==> src/rtl/siso_loopback_seq.sv <==
// siso_loopback_seq: drives a parallel word LSB-first into an external
// serial-in/serial-out chain of depth DEPTH, reassembles the word from the
// chain output after the chain latency, and reports whether it came back intact.
// Optional feature macro: SISO_LOOPBACK_SEQ_PARITY_EN appends an even-parity
// bit to the frame and adds parity_err_out.
module siso_loopback_seq #(
   parameter int W     = 4,
   parameter int DEPTH = 4
) (
   input  logic         clk,
   input  logic         reset_al_in,
   input  logic         start_in,
   input  logic [W-1:0] tx_data_in,
   output logic         ready_out,
   output logic         ser_out,
   input  logic         ser_in,
   output logic         busy_out,
   output logic         done_out,
   output logic [W-1:0] rx_data_out,
`ifdef SISO_LOOPBACK_SEQ_PARITY_EN
   output logic         parity_err_out,
`endif
   output logic         match_out
);

`ifdef SISO_LOOPBACK_SEQ_PARITY_EN
   localparam int NB = W + 1;   // data bits plus parity bit
`else
   localparam int NB = W;
`endif
   localparam int CNT_W = $clog2(NB + DEPTH + 1);
   localparam logic [CNT_W-1:0] CNT_LAST = CNT_W'(NB + DEPTH - 1);

   typedef enum logic [1:0] {S_IDLE, S_BUSY, S_DONE} state_t;

   state_t           state_q, state_d;
   logic [CNT_W-1:0] cnt_q, cnt_d;
   logic             ser_q, ser_d;
   logic [W-1:0]     tx_q, tx_d;
   logic [NB-1:0]    rx_q, rx_d;
   logic [W-1:0]     rx_data_q, rx_data_d;
   logic             match_q, match_d;
   logic [NB-1:0]    frame;
   logic [NB-1:0]    rx_cap;
`ifdef SISO_LOOPBACK_SEQ_PARITY_EN
   logic             perr_q, perr_d;
   logic             perr_now;
`endif

   // Outgoing frame: data word, optionally followed by its even parity.
`ifdef SISO_LOOPBACK_SEQ_PARITY_EN
   assign frame = {^tx_q, tx_q};
`else
   assign frame = tx_q;
`endif

   // Bit gi of the frame returns on ser_in during BUSY cycle gi+DEPTH.
   genvar gi;
   generate
      for (gi = 0; gi < NB; gi++) begin : g_rx_cap
         assign rx_cap[gi] = (cnt_q == CNT_W'(gi + DEPTH)) ? ser_in : rx_q[gi];
      end
   endgenerate

`ifdef SISO_LOOPBACK_SEQ_PARITY_EN
   assign perr_now = rx_cap[W] ^ (^rx_cap[W-1:0]);
`endif

   // Next-state, counter, serializer and result logic.
   always_comb begin
      state_d   = state_q;
      cnt_d     = cnt_q;
      ser_d     = 1'b0;
      tx_d      = tx_q;
      rx_d      = rx_q;
      rx_data_d = rx_data_q;
      match_d   = match_q;
`ifdef SISO_LOOPBACK_SEQ_PARITY_EN
      perr_d    = perr_q;
`endif
      case (state_q)
         S_IDLE: begin
            if (start_in) begin
               tx_d    = tx_data_in;
               rx_d    = '0;
               cnt_d   = '0;
               ser_d   = tx_data_in[0];   // bit 0 is shown during cnt=0
               state_d = S_BUSY;
            end
         end
         S_BUSY: begin
            rx_d = rx_cap;
            if (cnt_q == CNT_LAST) begin
               state_d   = S_DONE;
               rx_data_d = rx_cap[W-1:0];
`ifdef SISO_LOOPBACK_SEQ_PARITY_EN
               perr_d    = perr_now;
               match_d   = (rx_cap[W-1:0] == tx_q) && !perr_now;
`else
               match_d   = (rx_cap[W-1:0] == tx_q);
`endif
            end else begin
               cnt_d = cnt_q + CNT_W'(1);
               // Present the bit for the upcoming cycle; beyond the frame, flush zeros.
               for (int i = 1; i < NB; i++) begin
                  if (cnt_q == CNT_W'(i - 1)) ser_d = frame[i];
               end
            end
         end
         S_DONE: begin
            state_d = S_IDLE;
         end
         default: begin
            state_d = S_IDLE;
         end
      endcase
   end

   // State and datapath registers with asynchronous active-low reset.
   always_ff @(posedge clk or negedge reset_al_in) begin
      if (!reset_al_in) begin
         state_q   <= S_IDLE;
         cnt_q     <= '0;
         ser_q     <= 1'b0;
         tx_q      <= '0;
         rx_q      <= '0;
         rx_data_q <= '0;
         match_q   <= 1'b0;
`ifdef SISO_LOOPBACK_SEQ_PARITY_EN
         perr_q    <= 1'b0;
`endif
      end else begin
         state_q   <= state_d;
         cnt_q     <= cnt_d;
         ser_q     <= ser_d;
         tx_q      <= tx_d;
         rx_q      <= rx_d;
         rx_data_q <= rx_data_d;
         match_q   <= match_d;
`ifdef SISO_LOOPBACK_SEQ_PARITY_EN
         perr_q    <= perr_d;
`endif
      end
   end

   assign ready_out   = (state_q == S_IDLE);
   assign busy_out    = (state_q == S_BUSY);
   assign done_out    = (state_q == S_DONE);
   assign ser_out     = ser_q;
   assign rx_data_out = rx_data_q;
   assign match_out   = match_q;
`ifdef SISO_LOOPBACK_SEQ_PARITY_EN
   assign parity_err_out = perr_q;
`endif

endmodule
==> config.mk <==
export PLATFORM = sky130hd
export DESIGN_NAME = siso_loopback_seq
export DESIGN_NICKNAME = d
export VERILOG_FILES = /design/src/rtl/siso_loopback_seq.sv
export SDC_FILE = /design/constraint.sdc
export NUM_CORES = 1
export LEC_CHECK = 0
export CORE_MARGIN = 2
export CORE_UTILIZATION = 46
export CTS_CLUSTER_DIAMETER = 80
export CTS_CLUSTER_SIZE = 12
export DETAILED_ROUTE_END_ITERATION = 16
export GPL_ROUTABILITY_DRIVEN = 0
export PLACE_DENSITY = 0.77
export SLEW_MARGIN = 40
export SYNTH_ARGS = -nofsm -noshare
export SYNTH_HDL_FRONTEND = slang
export SYNTH_SLANG_ARGS = --single-unit
==> constraint.sdc <==
create_clock -name clk -period 1.75 [get_ports clk]
set_clock_uncertainty 0.1 [all_clocks]
set_input_delay 0.35 -clock clk [delete_from_list [all_inputs] [get_ports clk]]
set_output_delay 0.35 -clock clk [all_outputs]
set_load 0.1 [all_outputs]
==> summary.txt, run 1 <==
Floorplanning
  • Chip height: between 50 and 60 µm
  • Die W: approximately 54 µm
  • Initial core utilization: about 48%
  • Area of the core: approximately 2400 µm²
  • Area of the die: just under 3000 µm²
  • Ports: 17
  • Row count: 18

Cells and area
  • Fill cell count: around 180
  • Most frequent cells in the layout: 19 x dfrtp_1, 14 x buf_4, 10 x buf_12
  • Synthesis-to-layout area growth: 42.97%
  • # diodes: 0
  • Fraction of layout instances using a drive strength above 1: between 30% and 40%
  • Final net count: 160
  • Non-filler instance count after layout: around 180
  • Most frequent standard cell in the layout excluding fill and tap cells: dfrtp_1

Clock network
  • Root cell of the clock tree: clkbuf_4
  • Max Buffers Root-to-Sink: 2
  • Maximum level of the CTS H-tree: 1
  • CTS buffer count: 3
  • Hold bufs inserted after CTS: 0
  • Clock tree from TritonCTS: done
  • Number of clock sinks: 20
  • Skew-Pair Late Insertion Delay: 320 ps
  • Clock transition at the register clock pins on the worst setup and hold paths after CTS: around 140 ps

STA
  • Highest clock rate: about 0.54 GHz
  • Unrepaired setup endpoints after global routing: true
  • Final number of setup-violating endpoints: 1
  • Final Hold Viols: 0
  • Worst-Margin Slew: just over 500 ps
  • Worst Slack Setup Final: -95.94 ps
  • Summed negative setup slack over all endpoints: -95.94 ps
  • Count of final max-slew check failures: 0
  • Share of the cycle needed by the critical path after routing: 105.5%
  • Final critical delay including setup and external delays: 1846 ps
  • Max-slew headroom: about 65%

Global route
  • Number of antenna violations at the first check in global routing: 0
  • Total routing resource utilization after global routing: 21.16%
  • Wire length of the first global-routing pass: 4381 µm
  • Total grt overflow: 0
  • Largest net degree at the start of global routing: 21
  • Number of global-route vias before repair: between 900 and 1000

Detailed routing
  • DRT antenna net count: 0
  • Detailed-route DRC error count: 0
  • Total number of vias: slightly above 1000
  • Routed wirelength normalized by instance count: roughly 17 µm
  • Router iterations before antenna repair: 4
  • Via-per-instance ratio: about 5.8
  • Number of DRC markers in iteration 0: 24
  • DRT Wirelength: approximately 3100 µm

Synth
  • Post-Synthesis Cell Area: around 1200 µm²
  • Number of distinct standard cells referenced by the synthesized netlist: 39
  • Synth Net Count: approximately 130
  • Register bit total from synthesis: 20
  • Main synth FF type: dfrtp_1
  • Count of mapped cells out of synthesis: roughly 110
  • Cell type with the largest total area after synthesis: dfrtp_1
  • Share of the synthesized area in the top cell type: roughly 43%
  • Sequential cell area fraction in the yosys report: 43.29%
  • Mean area per synthesized cell: just over 10 µm²
  • Count of warnings emitted by yosys: 0
  • Top post-synthesis cells by area: dfrtp_1 43%, ha_1 4.3%, nand3b_4 3.5%
  • Async set or reset register ratio after synthesis: 100.0%
  • Number of enable-type register cells in the synthesized netlist: 0

Placement
  • DP Worst Slack: -137.7 ps
  • DP Wirelength: slightly below 2000 µm
  • IO buf count: 16
  • DP Cell Count: 165

Worst setup path
  • Worst-path cell with the longest stage delay: dfrtp_1
  • Critical Path Sink Type: flop
  • Crit-path cells: ha_2 -> and3b_2 -> o211a_1 -> o2111ai_2 -> o31ai_1
  • Reg2Reg Launch Point: cnt_q[0]$_DFFE_PN0P_
  • Depth of the worst register-to-register path: 5
  • Critical-path maximum fanout: 8
  • Worst EP arrival: 1950 ps
  • Critical R2R Capture: match_out$_DFFE_PN0P_
  • Start point of the critical path: cnt_q[0]$_DFFE_PN0P_
  • Kind of start point of the critical path: flop
  • Worst EP required: approximately 1900 ps
  • Biggest cell delay along the critical path: between 400 and 500 ps
  • Worst-case register-to-register setup slack: -100 ps
  • Startpoint-to-endpoint class of the critical path: reg2reg

Flow run
  • Reported max-cap violation count: 0

Run status
  • Outcome: finished, violations left
  • Violated checks: negative setup slack

Min path
  • Type of the tightest min-delay check: in2async
-- Yosys cell counts, types with 2 or more instances --
cell type  instances
a21oi_1            6
dfrtp_1           20
o21ai_0            7
a22o_1             4
mux2_2             3
o22ai_1            5
nor2b_1            2
buf_6              3
or3b_2             2
ha_1               4
nand3b_4           2
nand3b_1           3
mux2i_1            3
nand2_1            9
inv_1             10
nand3_1            2
nor3_1             2
nor2_1             5
-- layer usage --
metal  wire length, µm  track usage (%)  vias up
met4                25            8.333        0
li1                  -                -      472
met1              1275            25.56      522
met2              1676            37.55       30
met5                 0                0        -
met3               104            2.778        4
-- through the flow --
step	instance area (µm²)	utilization (%)	hold WS, ps
6_report	1653	67.95	250.7
5_1_grt	1653	67.95	285.8
4_1_cts	1559	64.09	265.7
3_5_place_dp	1491	61.32	428.2
3_3_place_gp	1491	61.32	417.5
2_1_floorplan	1161	-	-45.59
-- how the worst max path moves through the flow --
stage	end	slack [ps]	cells after the start
finish	match_out$_DFFE_PN0P_	-100	5
global route	match_out$_DFFE_PN0P_	-200	5
CTS	cnt_q[0]$_DFFE_PN0P_	9	5
detailed placement	match_out$_DFFE_PN0P_	-140	5
global placement	match_out$_DFFE_PN0P_	-30	5
floorplan	rx_data_out[3]$_DFFE_PN0P_	10	4
-- worst max-delay path, delay by kind of cell, from the launching register on --
family	cells	cell delay, ps
adder cells (fa/ha/maj)	1	220
AND/OR/NAND/NOR	1	340
flip-flops	1	450
AO/OA/AOI/OAI	3	620
-- state kept, by name (all words and copies together) (netlist names) --
name	flops
cnt_q	4
frame	4
rx_data_out	4
rx_q	4
state_q	2
match_out	1
ser_out	1
-- area by class of cell --
| class | instances | area, µm² | area share (%) |
|---|---|---|---|
| Tap cell | 30 | 37.54 | 2.271 |
| Clock buffer | 4 | 36.28 | 2.195 |
| Sequential cell | 20 | 501.7 | 30.36 |
| Multi-Input combinational cell | 77 | 610.6 | 36.94 |
| Inverter | 11 | 46.29 | 2.801 |
| Timing Repair Buffer | 35 | 420.4 | 25.44 |
-- cells by family after synthesis --
group,Yosys count,share of synthesized area [%]
buffers and inverters,16,8.116
multiplexers,6,5.519
XOR/XNOR,1,0.7577
AO/OA/AOI/OAI,31,18.18
adder cells (fa/ha/maj),4,4.329
AND/OR/NAND/NOR,35,19.81
flip-flops,20,43.29
-- repair_timing --
| action | in CTS | in global routing |
|---|---|---|
| resized for setup | 4 | 15 |
| setup buffers | 3 | 5 |
| pin swaps | 2 | 4 |
| setup endpoints to repair | 3 | 8 |
Power of run 1 is not shown: default switching activity piles up to over one toggle a cycle in this logic, so the estimate is an artifact.
==> run 2: changes to the inputs <==
--- a/config.mk
+++ b/config.mk
@@ -5,7 +5,7 @@
 export SDC_FILE = /design/constraint.sdc
 export NUM_CORES = 1
 export LEC_CHECK = 0
-export CORE_MARGIN = 2
+export ABC_AREA = 0
 export CORE_UTILIZATION = 46
 export CTS_CLUSTER_DIAMETER = 80
 export CTS_CLUSTER_SIZE = 12
@@ -16,3 +16,4 @@
 export SYNTH_ARGS = -nofsm -noshare
 export SYNTH_HDL_FRONTEND = slang
 export SYNTH_SLANG_ARGS = --single-unit
+export TNS_END_PERCENT = 100
==> summary.txt, run 2 (synthesis results as in run 1) <==
Run status
  • Outcome: finished clean (was finished, violations left)

STA
  • Unrepaired setup endpoints after global routing: true (unchanged)
  • Count of final max-slew check failures: 0 (unchanged)
  • Max-slew headroom: 73.35% (was 65.46%)
  • Final number of setup-violating endpoints: 0 (was 1)
  • Final critical delay including setup and external delays: 1741 ps (was 1846 ps)
  • Share of the cycle needed by the critical path after routing: 99.46% (was 105.5%)
  • Final Hold Viols: 0 (unchanged)
  • Highest clock rate: 0.5745 GHz (was 0.5417 GHz)
  • Worst-Margin Slew: 398.9 ps (was 516.3 ps)

Global route
  • Total routing resource utilization after global routing: 21.43% (was 21.16%)
  • Wire length of the first global-routing pass: 4298 µm (was 4381 µm)
  • Total grt overflow: 0 (unchanged)
  • Number of antenna violations at the first check in global routing: 0 (unchanged)
  • Number of global-route vias before repair: 968 (unchanged)
  • Largest net degree at the start of global routing: 21 (unchanged)

Clock network
  • Maximum level of the CTS H-tree: 1 (unchanged)
  • Skew-Pair Late Insertion Delay: 310 ps (was 320 ps)
  • CTS buffer count: 3 (unchanged)
  • Clock tree from TritonCTS: done (unchanged)
  • Clock transition at the register clock pins on the worst setup and hold paths after CTS: 110 ps (was 140 ps)
  • Root cell of the clock tree: clkbuf_4 (unchanged)
  • Max Buffers Root-to-Sink: 2 (unchanged)
  • Hold bufs inserted after CTS: 0 (unchanged)
  • Number of clock sinks: 20 (unchanged)

Worst setup path
  • Critical-path maximum fanout: 3 (was 8)
  • Startpoint-to-endpoint class of the critical path: reg2reg (unchanged)
  • Worst EP arrival: 1850 ps (was 1950 ps)
  • Worst EP required: 1860 ps (about the same)
  • Critical Path Sink Type: flop (unchanged)
  • Kind of start point of the critical path: flop (unchanged)

Detailed routing
  • Met1 wire length: 1248 µm (was 1275 µm)
  • Met2 wire length: 1653 µm (was 1676 µm)
  • Total number of vias: 1048 (was 1028)
  • Detailed-route DRC error count: 0 (unchanged)
  • Top metal layer carrying routed signals: met4 (unchanged)
  • DRT Wirelength: 3113 µm (was 3081 µm)
  • Routed wire length on met3: 114 µm (was 104 µm)
  • Via-per-instance ratio: 5.888 (was 5.808)
  • Router iterations before antenna repair: 4 (unchanged)
  • Number of DRC markers in iteration 0: 28 (was 24)
  • Routed wirelength normalized by instance count: 17.49 µm (was 17.41 µm)
  • DRT antenna net count: 0 (unchanged)

Cells and area
  • Fraction of layout instances using a drive strength above 1: 43.33% (was 39.46%)
  • Share of the core filled with cells: 74.35% (was 67.95%)
  • # diodes: 0 (unchanged)
  • Most frequent cells in the layout: 19 x buf_4, 16 x dfrtp_1, 11 x buf_12 (was 19 x dfrtp_1, 14 x buf_4, 10 x buf_12)
  • Final net count: 164 (was 160)
  • Most frequent standard cell in the layout excluding fill and tap cells: buf_4 (was dfrtp_1)
  • Fill cell count: 149 (was 183)
  • Finished layout cell area: 1708 µm² (was 1653 µm²)
  • Synthesis-to-layout area growth: 47.73% (was 42.97%)

Floorplanning
  • Initial core utilization: 50.33% (was 47.53%)
  • Die W: 52.13 µm (was 54.13 µm)
  • Ports: 17 (unchanged)
  • Row count: 17 (was 18)
  • Area of the die: 2718 µm² (was 2930 µm²)
  • Area of the core: 2297 µm² (was 2432 µm²)
  • Chip height: 52.13 µm (was 54.13 µm)

Placement
  • IO buf count: 16 (unchanged)
  • DP Wirelength: 1768 µm (was 1986 µm)
  • Placed Area: 1504 µm² (was 1491 µm²)

Flow run
  • Reported max-cap violation count: 0 (unchanged)

Min path
  • Type of the tightest min-delay check: in2async (unchanged)
==> run 2: cell count changes in the layout (fill, tap and decap cells not counted), moves of 2 or more <==
cell and change:
buf_4 +5, buf_6 -2, dfrtp_1 -3, dfrtp_2 +3, ha_2 -3, ha_4 +4
inv_4 +2, o21ai_0 -2, o21ai_1 +2
==> run 2: final cells by class <==
type                            instances  area [µm²]  share of cell area, %
Sequential cell                        20       505.5                  29.60
Clock buffer                            3       22.52                  1.319
Inverter                               11       46.29                  2.711
Timing Repair Buffer                   39       455.4                  26.67
Tap cell                               28       35.03                  2.051
Multi-Input combinational cell         77       643.1                  37.66
==> run 2: metrics by stage <==
stage,setup TNS [ps],hold slack [ps],setup slack (ps),std cells
6_report,0,271.0,9.423,178
5_1_grt,-120.2,307.5,-53.90,178
4_1_cts,0,285.2,5.281,173
3_5_place_dp,-568.1,426.2,-142.9,165
3_3_place_gp,-368.5,418.1,-113.1,165
2_1_floorplan,0,-45.59,14.87,113
==> run 2: path summary, 6_finish.rpt <==
check | start | to | slack (ps) | cells past startpoint
max in group asynchronous | reset_al_in | state_q[1]$_DFFE_PN0P_ | 1050 | 2
setup reg to reg | cnt_q[1]$_DFFE_PN0P_ | ser_out$_DFF_PN0_ | 9 | 6
hold reg to reg | rx_data_out[2]$_DFFE_PN0P_ | rx_data_out[2]$_DFFE_PN0P_ | 450 | 2
min in group clk | rx_data_out[2]$_DFFE_PN0P_ | rx_data_out[2]$_DFFE_PN0P_ | 450 | 2
setup / recovery | cnt_q[1]$_DFFE_PN0P_ | ser_out$_DFF_PN0_ | 9 | 6
hold / removal | reset_al_in | rx_q[2]$_DFFE_PN0P_ | 270 | 2
==> run 2: repair_timing <==
action	4_1_cts	5_1_grt
resized for setup	4	23
setup endpoints to repair	2	11
setup buffers	5	5
pin swaps	0	6
==> run 2: layer usage <==
layer  global-route usage (%)  up-vias
li1                         -      479
met1                    26.90      522
met2                    38.46       39
met3                    2.632        8
met4                    5.702        0
met5                        0        -
==> run 2: critical path, stage by stage, from the launching register on <==
cell      delay [ps]
dfrtp_2          460
buf_4            160
ha_4             160
buf_4            140
a221oi_1         280
a21oi_1           80
a32o_1           260
Power of run 2 is left out for the same reason.
